<file path="config.mk">
export PLATFORM = sky130hd
export DESIGN_NAME = seed_stream_ctrl
export DESIGN_NICKNAME = d
export VERILOG_FILES = /design/src/rtl/seed_pkg.sv /design/src/rtl/seed_word_pack.sv /design/src/rtl/seed_stream_ctrl.sv
export SDC_FILE = /design/constraint.sdc
export NUM_CORES = 1
export LEC_CHECK = 0
export BUFFER_PORTS_ARGS = -buffer_cell sky130_fd_sc_hd__clkbuf_2
export CAP_MARGIN = 20
export CORE_MARGIN = 2
export CORE_UTILIZATION = 46
export CTS_CLUSTER_DIAMETER = 30
export CTS_CLUSTER_SIZE = 40
export DETAILED_ROUTE_END_ITERATION = 6
export PLACE_DENSITY_LB_ADDON = 0.15
export SYNTH_ARGS = -nofsm -noshare
export SYNTH_HDL_FRONTEND = slang
export SYNTH_SLANG_ARGS = --single-unit
</file>
<file path="constraint.sdc">
create_clock -name clk -period 36.1 [get_ports clk]
set_input_delay 7.22 -clock clk [delete_from_list [all_inputs] [get_ports clk]]
set_output_delay 7.22 -clock clk [all_outputs]
set_load 0.02 [all_outputs]
</file>
<file path="src/rtl/seed_pkg.sv">
// seed_pkg: shared block width, FSM encoding and word-count helper for the SEED stream front end
package seed_pkg;
    localparam int BLOCK_W = 128;
    typedef enum logic [2:0] {IDLE, FILL, START, WAIT, SEND} state_t;
    function automatic int words(input int data_w);
        return BLOCK_W / data_w;
    endfunction
endpackage

</file>
<file path="src/rtl/seed_word_pack.sv">
// seed_word_pack: packs DATA_W words MSB-first into a 128-bit block and flags its first/last word
module seed_word_pack
    import seed_pkg::*;
#(
    parameter int DATA_W = 8
) (
    input  logic               clk,
    input  logic               reset,
    input  logic               load,
    input  logic [DATA_W-1:0]  data,
    output logic [BLOCK_W-1:0] blk,
    output logic               first,
    output logic               last
);
    localparam int WORDS = words(DATA_W);
    localparam int CW = $clog2(WORDS);
    logic [CW-1:0] cnt;
    assign first = cnt == '0;
    assign last = load && cnt == CW'(WORDS - 1);
    // shift each word in at the bottom so the first word ends up in the top bits
    always_ff @(posedge clk or posedge reset) begin
        if (reset) begin
            blk <= '0;
            cnt <= '0;
        end else if (load) begin
            blk <= {blk[BLOCK_W-DATA_W-1:0], data};
            cnt <= last ? '0 : cnt + 1'b1;
        end
    end
endmodule

</file>
<file path="src/rtl/seed_stream_ctrl.sv">
// seed_stream_ctrl: streams key/text words into an external SEED core and streams its result back out
module seed_stream_ctrl
    import seed_pkg::*;
#(
    parameter int DATA_W = 8,
    parameter int CNT_W = 16
) (
    input  logic               clk,
    input  logic               reset,
    input  logic               in_valid,
    output logic               in_ready,
    input  logic [DATA_W-1:0]  in_data,
    input  logic               in_is_key,
    input  logic               enc_dec,
    output logic               core_start,
    output logic               core_enc_dec,
    output logic [BLOCK_W-1:0] core_text,
    output logic [BLOCK_W-1:0] core_key,
    input  logic               core_done,
    input  logic [BLOCK_W-1:0] core_result,
    output logic               out_valid,
    input  logic               out_ready,
    output logic [DATA_W-1:0]  out_data,
    output logic               out_last,
    output logic               key_loaded,
    output logic               err,
    output logic [CNT_W-1:0]   blk_cnt
);
    localparam int WORDS = words(DATA_W);
    localparam int OW = $clog2(WORDS);
    state_t state, state_nx;
    logic [BLOCK_W-1:0] res;
    logic [OW-1:0] out_cnt;
    logic key_acc, txt_acc, key_first, key_done, txt_done, out_hs, unused_txt_first;
    assign in_ready = !reset && (state == IDLE || state == FILL);
    assign core_start = state == START;
    assign out_valid = state == SEND;
    assign out_last = out_valid && out_cnt == OW'(WORDS - 1);
    assign out_data = res[BLOCK_W-1 -: DATA_W];
    assign key_acc = in_valid && in_ready && in_is_key;
    assign txt_acc = in_valid && in_ready && !in_is_key;
    assign out_hs = out_valid && out_ready;

    seed_word_pack #(.DATA_W(DATA_W)) u_key_pack (
        .clk(clk), .reset(reset), .load(key_acc), .data(in_data),
        .blk(core_key), .first(key_first), .last(key_done)
    );

    seed_word_pack #(.DATA_W(DATA_W)) u_txt_pack (
        .clk(clk), .reset(reset), .load(txt_acc), .data(in_data),
        .blk(core_text), .first(unused_txt_first), .last(txt_done)
    );

    // control state register
    always_ff @(posedge clk or posedge reset) begin
        if (reset) state <= IDLE;
        else state <= state_nx;
    end

    // next state: a text block without a held key is dropped back to IDLE
    always_comb begin
        state_nx = state;
        case (state)
            IDLE:    state_nx = in_valid ? FILL : IDLE;
            FILL:    state_nx = txt_done ? (key_loaded ? START : IDLE) : FILL;
            START:   state_nx = WAIT;
            WAIT:    state_nx = core_done ? SEND : WAIT;
            SEND:    state_nx = out_hs && out_last ? IDLE : SEND;
            default: state_nx = IDLE;
        endcase
    end

    // key status, mode sampling, error pulse, result capture/unload and block count
    always_ff @(posedge clk or posedge reset) begin
        if (reset) begin
            key_loaded   <= 1'b0;
            err          <= 1'b0;
            core_enc_dec <= 1'b0;
            res          <= '0;
            out_cnt      <= '0;
            blk_cnt      <= '0;
        end else begin
            err <= txt_done && !key_loaded;
            if (key_acc && key_first) key_loaded <= 1'b0;
            if (key_done) key_loaded <= 1'b1;
            if (txt_done && key_loaded) core_enc_dec <= enc_dec;
            if (state == WAIT && core_done) res <= core_result;
            else if (out_hs) res <= {res[BLOCK_W-DATA_W-1:0], {DATA_W{1'b0}}};
            if (out_hs) out_cnt <= out_last ? '0 : out_cnt + 1'b1;
            if (out_hs && out_last) blk_cnt <= blk_cnt + 1'b1;
        end
    end
endmodule

</file>
After elaboration in Yosys (flattened, before gate mapping). Cells that the tools add are included.

Register bits: 418. Input bits: 143. Word-level logic and storage cells: 56.

Add/subtract/negate cells: 4. Equal/unequal tests: 7. Muxes and demuxes: 13. Reductions and logical operators: 21.

Operators by type and width (count): $mux W128 (2); $add A16 B1 Y16 const B (1); $pmux W3 S5 (1); $logic_and A1 B1 Y1 (13); $add A4 B1 Y4 const B (3); $eq A4 B4 Y1 const B (3); $mux W4 (3); $eq A3 B2 Y1 const B (2); $mux W3 (2); $logic_not A4 Y1 (1); $mux W2 (2); $reduce_bool A2 Y1 (2); $eq A3 B1 Y1 const B (1); $eq A3 B3 Y1 const B (1); $logic_not A1 Y1 (3); $logic_not A3 Y1 (1); $mux W1 (3); $logic_or A1 B1 Y1 (1).

Longest topological paths before layout.
Depth in word-level cells: 8. Mapped depth: 7.

Modules after synthesis. A second synthesis with hierarchy kept.

Cell total of the unflattened synthesis: 1384. Area, all modules: 17387.9 sq um.

By module, submodules not included: seed_word_pack (times used 2, cells each 294, area an instance 5200.0 sq um); seed_stream_ctrl (times used 1, cells each 796, area an instance 6988.0 sq um).

Worst setup path after synthesis. Ideal clock, no wire load.

Kind: in2out. Start: input port reset. End: output port in_ready. Arrival time: 7675 ps. Required time: 28880 ps. Setup slack: 21205 ps. Cell stages on the path: 1. Path buffers: 0. Path through: nor3_1.

Word-level cells in the longest chain between the ends: 2.

RTL lines: start, declared (RTL line seed_stream_ctrl.sv:9) `input logic reset,`; $logic_not A1 Y1 (no line); $logic_and A1 B1 Y1 (RTL line seed_stream_ctrl.sv:35) `assign in_ready = !reset && (state == IDLE || state == FILL);`; end, declared (RTL line seed_stream_ctrl.sv:11) `output logic in_ready,`.

No other way between the ends.

Final worst setup path. Same ends and word-level chain as after synthesis.

==> out/metrics.csv <==
stage;metric;value;unit
status;outcome;completed;
yosys;synth_edf_count;0;
pwr;cellPowerDensity;70.00;nW/µm²
drt;vias_per_cell;4.997;
grt;antenna_found_initial;6;
drt;wire_per_inst;16.07;µm
sta;setup_tns;0;ps
floorplan;dieArea;38280;µm²
setup_path;crit_buf_inv;2;
setup_path;r2r-start;state[2]$_DFF_PP0_;
setup_path;worstPathArrival;7760;ps
clock_network;cts_hold_buffers;0;
sta;setup_viol;0;
layout;area_growth;33.91;%
yosys;synth-seq-cells;418;
setup_path;crit_family;buffers and inverters;
setup_path;critPathKind;primary input to output port;
setup_path;crit_end;in_ready;
yosys;syn_nets;2067;
flow_run;maxCapViolCount;0;
yosys;synth.avg_cell_area;8.805;µm²
floorplan;start_util;46.38;%
floorplan;rows;70;
clock_network;clock_latency;590;ps
clock_network;path_clk_slew;50;ps
setup_path;cp_max_fo;3;
sta;period_minus_slack;14980;ps
floorplan;die_y;195.7;µm
sta;worstMarginPinSlew;1116;ps
floorplan;io_pins;430;
sta;skew;15.26;ps
clock_network;tritoncts;done;
drt;drtIter0Drc;1022;
drt;ant_nets;0;
setup_path;crit_chain;clkbuf_2 > nor3_1 > clkbuf_2;
grt;grt_pass1_vias;14030;
clock_network;cts_sinks;418;
placement;hpwl;29.77;mm
drt;drc;0;
layout;final_nets;2484;
floorplan;die_w;195.7;µm
setup_path;r2r_slack;32890;ps
setup_path;cp-end-kind;output port;
yosys;synthesis.area;16900;µm²
yosys;synth_cells;1919;
setup_path;worstReg2RegEnd;u_txt_pack.blk[1]$_DFFE_PP0P_;
yosys;ys_async_sr_fraction;100.0;%
grt;grt-ovfl-total;0;
grt;grt_use_total;24.21;%
setup_path;rr_worst_depth;6;
layout;stdcell_area;22630;µm²
setup_path;start_kind;primary input;
clock_network;cts_resized;0;
sta;finalHoldViolations;0;
grt;grt_pass1_wl;74.53;mm
setup_path;cp.required;28880;ps
placement;dpl-instance-area;19170;µm²
sta;slew_headroom;25.58;%
floorplan;core;36430;µm²
setup_path;crit_cells;3;
placement;gp_congestion;0.8223;
yosys;ys_types;33;
setup_path;cp_common_cell;clkbuf_2;
drt;vias;14420;
sta;finalMaxSlewViolations;0;
sta;fmax;0.06678;GHz
sta;min_period_over_period;41.48;%
yosys;ys_seq_area_share;61.90;%
min_path;hold_class;flop to flop;
clock_network;post_cts_buffers;0;
grt;grt_max_degree;131;
setup_path;critPathSlowestCell;clkbuf_2;
setup_path;critPathLaunch;reset;
clock_network;cts-root-buf;clkbuf_16;
drt;wirelength;46.39;mm
drt;drt_pass1_iterations;5;
clock_network;cts_max_level;3;
clock_network;cts_max_path_buffers;3;
yosys;synthFlopType;dfrtp_1;
pwr;leakagePower;12.49;nW
min_path;hold_path_depth;2;
layout;drive_gt1_share;25.45;%
sta;rsz0062_at_grt;false;
pwr;irDropWorstVdd;0.00004678;V
placement;numPortBuffers;429;
yosys;synth_warnings;0;
setup_path;slowest_delay;210;ps
clock_network;numCtsBuffers;91;
[final cells by class]
| type | instances | area, µm² |
|---|---|---|
| Inverter | 4 | 22.52 |
| Fill cell | 3162 | 13810 |
| Multi-Input combinational cell | 1375 | 5869 |
| Tap cell | 468 | 585.6 |
| Clock buffer | 116 | 2491 |
| Clock inverter | 54 | 799.5 |
| Timing Repair Buffer | 446 | 2387 |
| Antenna cell | 5 | 12.51 |
| Sequential cell | 418 | 10460 |
[metrics by stage]
step / instances / hold slack [ps] / utilization, % / setup WS (ps) / power (mW)
2_1_floorplan: 1919 / 431.2 / - / 17250 / 0.6379
3_3_place_gp: 2705 / 446.4 / 52.61 / 21140 / 0.7081
3_5_place_dp: 2705 / 462.5 / 52.61 / 21140 / 0.7119
4_1_cts: 2875 / 474.7 / 61.64 / 21140 / 1.598
5_1_grt: 2886 / 500.9 / 62.11 / 21080 / 1.644
6_report: 2886 / 467.1 / 62.11 / 21130 / 1.584
[state kept, by name (all words and copies together), names as in the netlist]
signal,count
u_txt_pack.cnt,4
blk_cnt,16
res,128
key_loaded,1
state,3
err,1
u_key_pack.blk,128
out_cnt,4
core_enc_dec,1
u_key_pack.cnt,4
u_txt_pack.blk,128
[worst min-delay path by stage]
| stage | slack [ps] | startpoint | to |
|---|---|---|---|
| 2_1_floorplan | 430 | u_txt_pack.cnt[3]$_DFFE_PP0P_ | u_txt_pack.cnt[3]$_DFFE_PP0P_ |
| 3_3_place_gp | 450 | u_txt_pack.cnt[3]$_DFFE_PP0P_ | u_txt_pack.cnt[3]$_DFFE_PP0P_ |
| 3_5_place_dp | 460 | u_txt_pack.blk[126]$_DFFE_PP0P_ | u_txt_pack.blk[126]$_DFFE_PP0P_ |
| 4_1_cts | 470 | u_txt_pack.blk[126]$_DFFE_PP0P_ | u_txt_pack.blk[126]$_DFFE_PP0P_ |
| 5_1_grt | 500 | u_txt_pack.cnt[3]$_DFFE_PP0P_ | u_txt_pack.cnt[3]$_DFFE_PP0P_ |
| 6_report | 470 | u_txt_pack.blk[122]$_DFFE_PP0P_ | u_txt_pack.blk[122]$_DFFE_PP0P_ |
[synth_stat cells (4+ instances only)]
cell,instances,area share [%]
and4_1,4,0.21
a31oi_1,122,4.5
a22o_1,8,0.41
clkbuf_1,51,1.1
o21ai_0,9,0.27
dfrtp_1,418,62
nand3_1,11,0.33
nand2_1,1035,23
xnor2_1,15,0.78
and2_1,5,0.19
nor2_1,131,2.9
nand4_1,4,0.15
ha_1,5,0.37
inv_1,4,0.089
buf_4,19,0.84
buf_2,51,1.5
[layout by cell type, fill, tap and decap left out, types with 5 or more instances in the layout]
| cell | instances |
|---|---|
| a22o_1 | 8 |
| a31oi_1 | 122 |
| buf_16 | 5 |
| buf_4 | 11 |
| bufinv_16 | 18 |
| clkbuf_1 | 13 |
| clkbuf_16 | 91 |
| clkbuf_2 | 429 |
| clkbuf_8 | 12 |
| clkinv_2 | 16 |
| clkinvlp_4 | 9 |
| dfrtp_1 | 418 |
| diode_2 | 5 |
| ha_1 | 5 |
| inv_6 | 6 |
| nand2_1 | 1034 |
| nand3_1 | 11 |
| nor2_1 | 131 |
| o21ai_0 | 9 |
| xnor2_1 | 15 |
[power breakdown]
group	internal (mW)	switching, mW
combinational	0.0485	0.109
clock	0.615	0.264
sequential	0.511	0.0374
[worst reg2reg max path: stages (launching register included)]
cell     delay (ps)
dfrtp_1         520
nor4b_2         930
nor2b_4         400
buf_12          240
buf_4           740
nand2_1         220
nand2_1          90
[cell families (layout without fill, tap and decap cells)]
logic type	Yosys count	in the layout	share of synthesized area [%]
adder cells (fa/ha/maj)	5	5	0.3702
AND/OR/NAND/NOR	1204	1204	27.57
buffers and inverters	126	620	3.643
XOR/XNOR	18	18	0.9330
flip-flops	418	418	61.90
other	0	5	0
multiplexers	1	1	0.06664
AO/OA/AOI/OAI	147	147	5.516
[layer usage]
metal	global-route usage [%]	vias to the layer above	part of all wire [%]
met5	0	-	0
met4	9.484	0	2.6
met3	7.255	78	7.4
met2	37.09	445	46
met1	32.59	6961	44
li1	-	6937	-
No activity file was read; power rests on OpenSTA's default activity.
